$ cat src/rtl/seq_pkg.sv
// Shared sequencer definitions for the 4x4 step grid, used by the keypad
// scanner, the sequencer core and the LED matrix driver.
package seq_pkg;

    localparam int NUM_ROWS  = 4;
    localparam int NUM_COLS  = 4;
    localparam int NUM_STEPS = 16;

    typedef logic [3:0]  step_idx_t;
    typedef logic [15:0] step_mask_t;
    typedef logic [1:0]  row_idx_t;
    typedef logic [1:0]  col_idx_t;

    // Grid position to step number; matches the button numbering (4*row + col).
    function automatic step_idx_t step_index(input row_idx_t row, input col_idx_t col);
        return {row, col};
    endfunction

endpackage

$ cat src/rtl/matrix_scan_timer.sv
// Row-slot timer for multiplexed 4x4 matrices: walks four row slots of
// ROW_PERIOD cycles each, the first BLANK_CYCLES of every slot being dead time.
module matrix_scan_timer
    import seq_pkg::*;
#(
    parameter int ROW_PERIOD   = 3000,
    parameter int BLANK_CYCLES = 12
) (
    input  logic     clk,
    input  logic     rst,
    output row_idx_t row_idx,
    output logic     active,
    output logic     frame_start,
    output logic     frame_end,
    output logic     blank_last
);

    localparam int CNT_W = (ROW_PERIOD > 1) ? $clog2(ROW_PERIOD) : 1;
    localparam logic [CNT_W-1:0] CNT_LAST   = CNT_W'(ROW_PERIOD - 1);
    localparam logic [CNT_W-1:0] BLANK_END  = CNT_W'(BLANK_CYCLES);
    localparam logic [CNT_W-1:0] BLANK_LAST = CNT_W'(BLANK_CYCLES - 1);

    logic [CNT_W-1:0] cnt;

    // Slot counter; the row index advances when a slot completes.
    always_ff @(posedge clk) begin
        if (rst) begin
            cnt     <= '0;
            row_idx <= 2'd0;
        end else if (cnt == CNT_LAST) begin
            cnt     <= '0;
            row_idx <= row_idx + 2'd1;
        end else begin
            cnt     <= cnt + CNT_W'(1);
        end
    end

    assign active      = (cnt >= BLANK_END);
    assign frame_start = (row_idx == 2'd0) && (cnt == '0);
    assign frame_end   = (row_idx == 2'd3) && (cnt == CNT_LAST);
    assign blank_last  = (cnt == BLANK_LAST);

endmodule

$ cat src/rtl/led_matrix_driver.sv
// 4x4 step LED driver: one active-low row at a time, enabled steps at a PWM
// dim level, the playhead step at full brightness, inputs sampled once per frame.
module led_matrix_driver
    import seq_pkg::*;
#(
    parameter int ROW_PERIOD   = 3000,
    parameter int BLANK_CYCLES = 12
) (
    input  logic       clk,
    input  logic       rst,
    input  step_mask_t pattern,
    input  step_idx_t  playhead,
    input  logic       playhead_valid,
    input  logic [3:0] dim_level,
    output logic [3:0] row_n,
    output logic [3:0] col,
    output logic       frame_tick
);

    row_idx_t   row_idx;
    logic       active;
    logic       frame_start;
    logic       frame_end;
    logic       blank_last;

    step_mask_t shadow_pattern;
    step_idx_t  shadow_playhead;
    logic       shadow_valid;
    logic [3:0] shadow_dim;
    logic [3:0] pwm_cnt;

    logic [3:0] row_n_next;
    logic [3:0] col_next;

    matrix_scan_timer #(
        .ROW_PERIOD   (ROW_PERIOD),
        .BLANK_CYCLES (BLANK_CYCLES)
    ) u_timer (
        .clk         (clk),
        .rst         (rst),
        .row_idx     (row_idx),
        .active      (active),
        .frame_start (frame_start),
        .frame_end   (frame_end),
        .blank_last  (blank_last)
    );

    // Frame snapshot so a pattern edit never tears a frame.
    always_ff @(posedge clk) begin
        if (rst) begin
            shadow_pattern  <= 16'h0000;
            shadow_playhead <= 4'd0;
            shadow_valid    <= 1'b0;
            shadow_dim      <= 4'd0;
        end else if (frame_start) begin
            shadow_pattern  <= pattern;
            shadow_playhead <= playhead;
            shadow_valid    <= playhead_valid;
            shadow_dim      <= dim_level;
        end
    end

    // PWM phase restarts on the last blank cycle so every ACTIVE phase starts at 0.
    always_ff @(posedge clk) begin
        if (rst) begin
            pwm_cnt <= 4'd0;
        end else if (blank_last) begin
            pwm_cnt <= 4'd0;
        end else begin
            pwm_cnt <= pwm_cnt + 4'd1;
        end
    end

    // Row select and per-column brightness decision for the current cycle.
    always_comb begin
        row_n_next = 4'hF;
        col_next   = 4'h0;
        if (active) begin
            row_n_next = ~(4'b0001 << row_idx);
            for (int c = 0; c < NUM_COLS; c++) begin
                col_next[c] = (shadow_valid && (shadow_playhead == step_index(row_idx, col_idx_t'(c))))
                            || (shadow_pattern[step_index(row_idx, col_idx_t'(c))] && (pwm_cnt < shadow_dim));
            end
        end else begin
            row_n_next = 4'hF;
            col_next   = 4'h0;
        end
    end

    // Registered pin drive.
    always_ff @(posedge clk) begin
        if (rst) begin
            row_n      <= 4'hF;
            col        <= 4'h0;
            frame_tick <= 1'b0;
        end else begin
            row_n      <= row_n_next;
            col        <= col_next;
            frame_tick <= frame_end;
        end
    end

endmodule

$ cat config.mk
export PLATFORM = sky130hd
export DESIGN_NAME = led_matrix_driver
export DESIGN_NICKNAME = d
export VERILOG_FILES = /design/src/rtl/seq_pkg.sv /design/src/rtl/matrix_scan_timer.sv /design/src/rtl/led_matrix_driver.sv
export SDC_FILE = /design/constraint.sdc
export NUM_CORES = 1
export LEC_CHECK = 0
export ABC_AREA = 1
export CAP_MARGIN = 20
export CORE_MARGIN = 2
export CORE_UTILIZATION = 30
export CTS_CLUSTER_SIZE = 8
export DETAILED_ROUTE_END_ITERATION = 10
export GPL_ROUTABILITY_DRIVEN = 0
export MAX_ROUTING_LAYER = met4
export PLACE_DENSITY = 0.52
export SLEW_MARGIN = 25
export SYNTH_ARGS = -nofsm -noshare
export SYNTH_HDL_FRONTEND = slang
export SYNTH_SLANG_ARGS = --single-unit
$ cat constraint.sdc
create_clock -name clk -period 1.9 [get_ports clk]
set_input_delay 0.19 -clock clk [delete_from_list [all_inputs] [get_ports clk]]
set_output_delay 0.19 -clock clk [all_outputs]
set_load 0.05 [all_outputs]
Word level (Yosys, flattened, before mapping)

Cells that the tools add are included.

Flip-flop bits (word level): 52
Latch bits: 0
Memory bits (writable): 0
Memory bits (read-only): 0
Output and inout bits: 9
Memories kept: 0

$add $sub $neg: 3
Multipliers: 0
Divide/modulo/power cells: 0
$lt $le $gt $ge: 6
Eq/ne operators: 7
Shift-type cells: 1
Mux-type cells: 8
Bitwise logic cells: 2
Reductions and logical operators: 19

Operators with widths:

| kind                                                 | number |
|---|---|
| < comparator 4 x 5 -> 1 bit, second input constant   | 4 |
| == test 4 bit                                        | 4 |
| adder 12 x 1 -> 12 bit, second input constant        | 1 |
| == test 12 bit, second input constant                | 1 |
| == test 12 x 4 -> 1 bit, second input constant       | 1 |
| >= comparator 12 x 4 -> 1 bit, second input constant | 1 |
| logical NOT 12 bit                                   | 1 |
| logical AND 1 bit                                    | 10 |
| binary-select mux 1 bit (select 2 bit)               | 4 |
| OR reduction 2 bit                                   | 3 |
| adder 4 x 1 -> 4 bit, second input constant          | 1 |
| logical OR 1 bit                                     | 4 |
| < comparator 4 bit                                   | 1 |
| two-way mux 1 bit                                    | 4 |
| NOT 4 bit                                            | 1 |
| left shift 1 x 2 -> 4 bit, first input constant      | 1 |
| adder 2 x 1 -> 2 bit, second input constant          | 1 |
| == test 2 bit, second input constant                 | 1 |
| logical NOT 2 bit                                    | 1 |
| NOT 1 bit                                            | 1 |

Logic depth before layout (Yosys ltp)

Gate-level depths: netlist of run 1.

Depth after elaboration: 4
Mapped depth: 8
Mapped depth without buffers: 7

Modules after synthesis

Synthesis of run 1 repeated with hierarchy kept, for this count alone.

Cells, all modules: 329
Area, all modules: 2,389.8 µm²

Modules (own cells, without submodules):

| module            | times used | cells each | area each (µm²) | seq. area each (µm²) |
|---|---|---|---|---|
| led_matrix_driver | 1          | 210        | 1,574.0         | 760.7 |
| matrix_scan_timer | 1          | 119        | 815.8           | 280.3 |

Least setup slack after synthesis of run 1

OpenSTA, ideal clock, no wires.

Kind: flip-flop to flip-flop
Start: reg u_timer.row_idx[0]
End: reg shadow_dim[0]
Arrival time: 1.428 ns
Setup slack: 0.357 ns
Cell stages (with the launch flop): 8
Path buffers: 2
Path through: dfxtp_1 clkinv_1 ha_1 and3_1 buf_6 buf_6 a21oi_1 nor2_1

Longest elaborated chain between the ends: 2

RTL lines:

| element                | line                    | RTL |
|---|---|---|
| start, declared        | matrix_scan_timer.sv:11 | `output row_idx_t row_idx,` |
| start signal, assigned | matrix_scan_timer.sv:32 | `row_idx <= row_idx + 2'd1;` |
| logical NOT 2 bit      | matrix_scan_timer.sv:39 | `assign frame_start = (row_idx == 2'd0) && (cnt == '0);` |
| logical AND 1 bit      | matrix_scan_timer.sv:39 |  |
| end signal, assigned   | led_matrix_driver.sv:59 | `shadow_dim <= dim_level;` |
| end, declared          | led_matrix_driver.sv:29 | `logic [3:0] shadow_dim;` |

Every way passes these cells.
A chain may end at the register's enable or synchronous reset.

Final worst setup path of run 1

Start: reg col[1]
End: out col[1]

RTL lines:

| element                | line                    | RTL |
|---|---|---|
| start, declared        | led_matrix_driver.sv:16 | `output logic [3:0] col,` |
| start signal, assigned | led_matrix_driver.sv:98 | `col <= col_next;` |

No word-level cell between the ends.

==> results of run 1 <==
## worst max-delay path by stage
stage | from | endpoint | slack [ps] | cells past startpoint
finish | col[1]$_SDFF_PP0_ | col[1] | 270 | 1
global route | u_timer.cnt[0]$_SDFF_PP0_ | u_timer.cnt[2]$_SDFF_PP0_ | 210 | 6
CTS | col[1]$_SDFF_PP0_ | col[1] | 260 | 1
detailed placement | u_timer.cnt[0]$_SDFF_PP0_ | u_timer.cnt[2]$_SDFF_PP0_ | 350 | 6
global placement | u_timer.cnt[0]$_SDFF_PP0_ | u_timer.cnt[2]$_SDFF_PP0_ | 360 | 6
floorplan | u_timer.row_idx[0]$_SDFFE_PP0P_ | shadow_dim[0]$_SDFFE_PP0P_ | 360 | 7
## state kept, by name, indices dropped and copies added, names as in the netlist
signal and cells:
u_timer.cnt 12, shadow_dim 4, frame_tick 1, shadow_pattern 16, row_n 4, col 4
pwm_cnt 4, shadow_playhead 4, u_timer.row_idx 2, shadow_valid 1
## stage by stage
step	area, um^2	setup slack [ps]	total power, mW
2_1_floorplan	2690	357	1.54
3_3_place_gp	3080	357	1.62
3_5_place_dp	3080	353	1.63
4_1_cts	3180	258	2.35
5_1_grt	3180	211	2.46
6_report	3180	274	2.32
## area by class of cell
| cell class | instances | share of cell area, % |
|---|---|---|
| Clock buffer | 5 | 2.16 |
| Clock inverter | 1 | 0.944 |
| Inverter | 44 | 5.19 |
| Multi-Input combinational cell | 246 | 41.3 |
| Sequential cell | 52 | 32.7 |
| Tap cell | 108 | 4.25 |
| Timing Repair Buffer | 42 | 13.5 |
## kinds of logic after synthesis
logic type,synth area share (%)
AO/OA/AOI/OAI,7.92
XOR/XNOR,2.28
adder cells (fa/ha/maj),4.66
buffers and inverters,12.3
flip-flops,38.8
AND/OR/NAND/NOR,34.0
## report_power, final
part / internal [mW] / switching (mW) / leakage (nW)
Combinational: 0.189 / 0.200 / 0.858
Clock: 0.379 / 0.339 / 0.0501
Sequential: 1.17 / 0.0462 / 0.427
Total: 1.73 / 0.585 / 1.34
## Yosys cell counts (all sizes together)
| library cell | count |
|---|---|
| a21oi | 36 |
| and2 | 1 |
| and3 | 1 |
| buf | 16 |
| clkinv | 1 |
| dfxtp | 52 |
| ha | 10 |
| inv | 43 |
| nand2 | 80 |
| nand3 | 22 |
| nand3b | 25 |
| nand4 | 6 |
| nor2 | 51 |
| nor3 | 4 |
| o21ai | 2 |
| or2 | 1 |
| xnor2 | 3 |
| xor2 | 4 |
## layer usage
| layer | up-vias | track usage, % | wire [um] |
|---|---|---|---|
| met3 | 9 | 2.48 | 217 |
| met1 | 955 | 16.1 | 2850 |
| li1 | 1195 | - | - |
| met2 | 37 | 17.2 | 2260 |
| met4 | 0 | 2.85 | 63 |
| met5 | - | - | 0 |
==> key figures, run 1 <==
CTS
  • Clk slew on worst S/H paths: 90 ps
  • H-tree depth: 2
  • Worst-skew pair later-pin latency: 300 ps
  • CTS sink cnt: 52
  • Setup Buffers After CTS: 0
  • Resize count post-CTS: 0
  • Longest Clk Path Bufs: 2
  • Hold-fix buffers, CTS: 0
  • CTS tree: done
  • CTS buffer count: 5
  • Root Driver: clkbuf_8

Timing
  • RSZ-0062 raised after global routing: false
  • TNS Setup: 0 ps
  • Slew Limit Fails: 0
  • Fmax: 0.615 GHz
  • Slew @ Worst Pin: 495 ps
  • Fin. Hold Viols: 0
  • Worst Hold Slack: 472 ps
  • Final Cycle Share: 85.6%
  • Clock Skews: 10.3 ps
  • Min cycle time layout: 1630 ps
  • Relative slew slack: 66.9%
  • Endpoints failing setup: 0

Worst setup path
  • Reg2reg end: u_timer.cnt[2]$_SDFF_PP0_
  • Crit-path cells: clkdlybuf4s50_1
  • Max stage delay cell, worst path: clkdlybuf4s50_1
  • Startpoint type of the worst setup path: register
  • CP delay by family, top: buffers and inverters
  • Crit path required time: 1710 ps
  • CP bufs+invs: 1
  • Crit path kind: reg2out
  • R2r worst-path depth: 6
  • Reg2Reg Launch Point: u_timer.cnt[0]$_SDFF_PP0_
  • CP arrival: 1440 ps
  • Flop-to-flop setup slack: 360 ps
  • Crit path max fanout: 1
  • Slowest stage delay, CP: 800 ps
  • CP endpoint kind: output port

Layout
  • Multi-input gate area: 1310 um^2
  • Fin cells: 498
  • Fin nets: 428
  • Fill cells: 897
  • # diodes: 0
  • Layout cells sized above 1: 8.46%
  • Utilization after layout: 36.5%
  • Commonest non-fill, non-tap cell in the layout: nand2_1
  • Area Overhead vs Synth: 18.5%
  • Sequential cell area: 1040 um^2
  • Commonest non-fill, non-tap cells in the layout: nand2_1, dfxtp_1, inv_1, nor2_1, clkdlybuf4s50_1

Floorplan
  • Die area: 9720 um^2
  • Die Y: 98.6 um
  • Starting Density: 30.8%
  • I/O pin total: 36
  • Cell Rows: 34
  • Die W: 98.6 um
  • Core area: 8720 um^2

Worst hold path
  • Worst hold start: pwm_cnt[0]$_SDFF_PP0_
  • Hold Path Class: reg2reg
  • Hold Path Depth: 1
  • Worst hold endpoint: pwm_cnt[0]$_SDFF_PP0_

GRT
  • Initial antenna violation count: 0
  • Largest net degree at the start of global routing: 53
  • Vias in the first global route: 1962
  • Gr usage total: 11.6%
  • First-pass GRT wire length: 9170 um
  • Remaining Overflow, GRT: 0

Power
  • PwrDens: 729 nW/um^2
  • Worst vdd ir: 310 uV
  • Leakage dissipation: 1.34 nW

Synth
  • Unique cell type count in the Yosys netlist: 27
  • Syn. warnings: 0
  • Synth top area share: 38.8%
  • Syn Std Cell Area: 2690 um^2
  • Area contributors post-synth: dfxtp_1, nand2_1, nand3b_1
  • Post-Syn Instances: 358
  • Register bit total from synthesis: 52
  • Seq/Total Area, Yosys: 38.8%
  • Avg Inst Size Synth: 7.50 um^2
  • Post-synth top area cell: dfxtp_1
  • Syn_nets: 395

Route
  • DRT Wirelength: 5390 um
  • Initial drt markers: 94
  • Wire length per cell: 10.8 um
  • Antenna Nets Post-Route: 0
  • DRT Pass-1 Iters: 4
  • DR vias/cell: 4.41
  • Via count: 2196
  • DRC viols: 0

Placement
  • HPWL Detailed: 3870 um
  • Placed cells: 492
  • IO buf count: 35

Run
  • Max-capacitance violation count: 0

Status
  • Run status: completed
Power figures use the tool's default switching activity.
==> inputs of run 2 (changes only) <==
--- a/config.mk
+++ b/config.mk
@@ -14,6 +14,7 @@
 export GPL_ROUTABILITY_DRIVEN = 0
 export MAX_ROUTING_LAYER = met4
 export PLACE_DENSITY = 0.52
+export SETUP_SLACK_MARGIN = 0.2
 export SLEW_MARGIN = 25
 export SYNTH_ARGS = -nofsm -noshare
 export SYNTH_HDL_FRONTEND = slang
==> results of run 2 <==
Same layout as run 1: the final DEF is identical, and so are final timing and power.
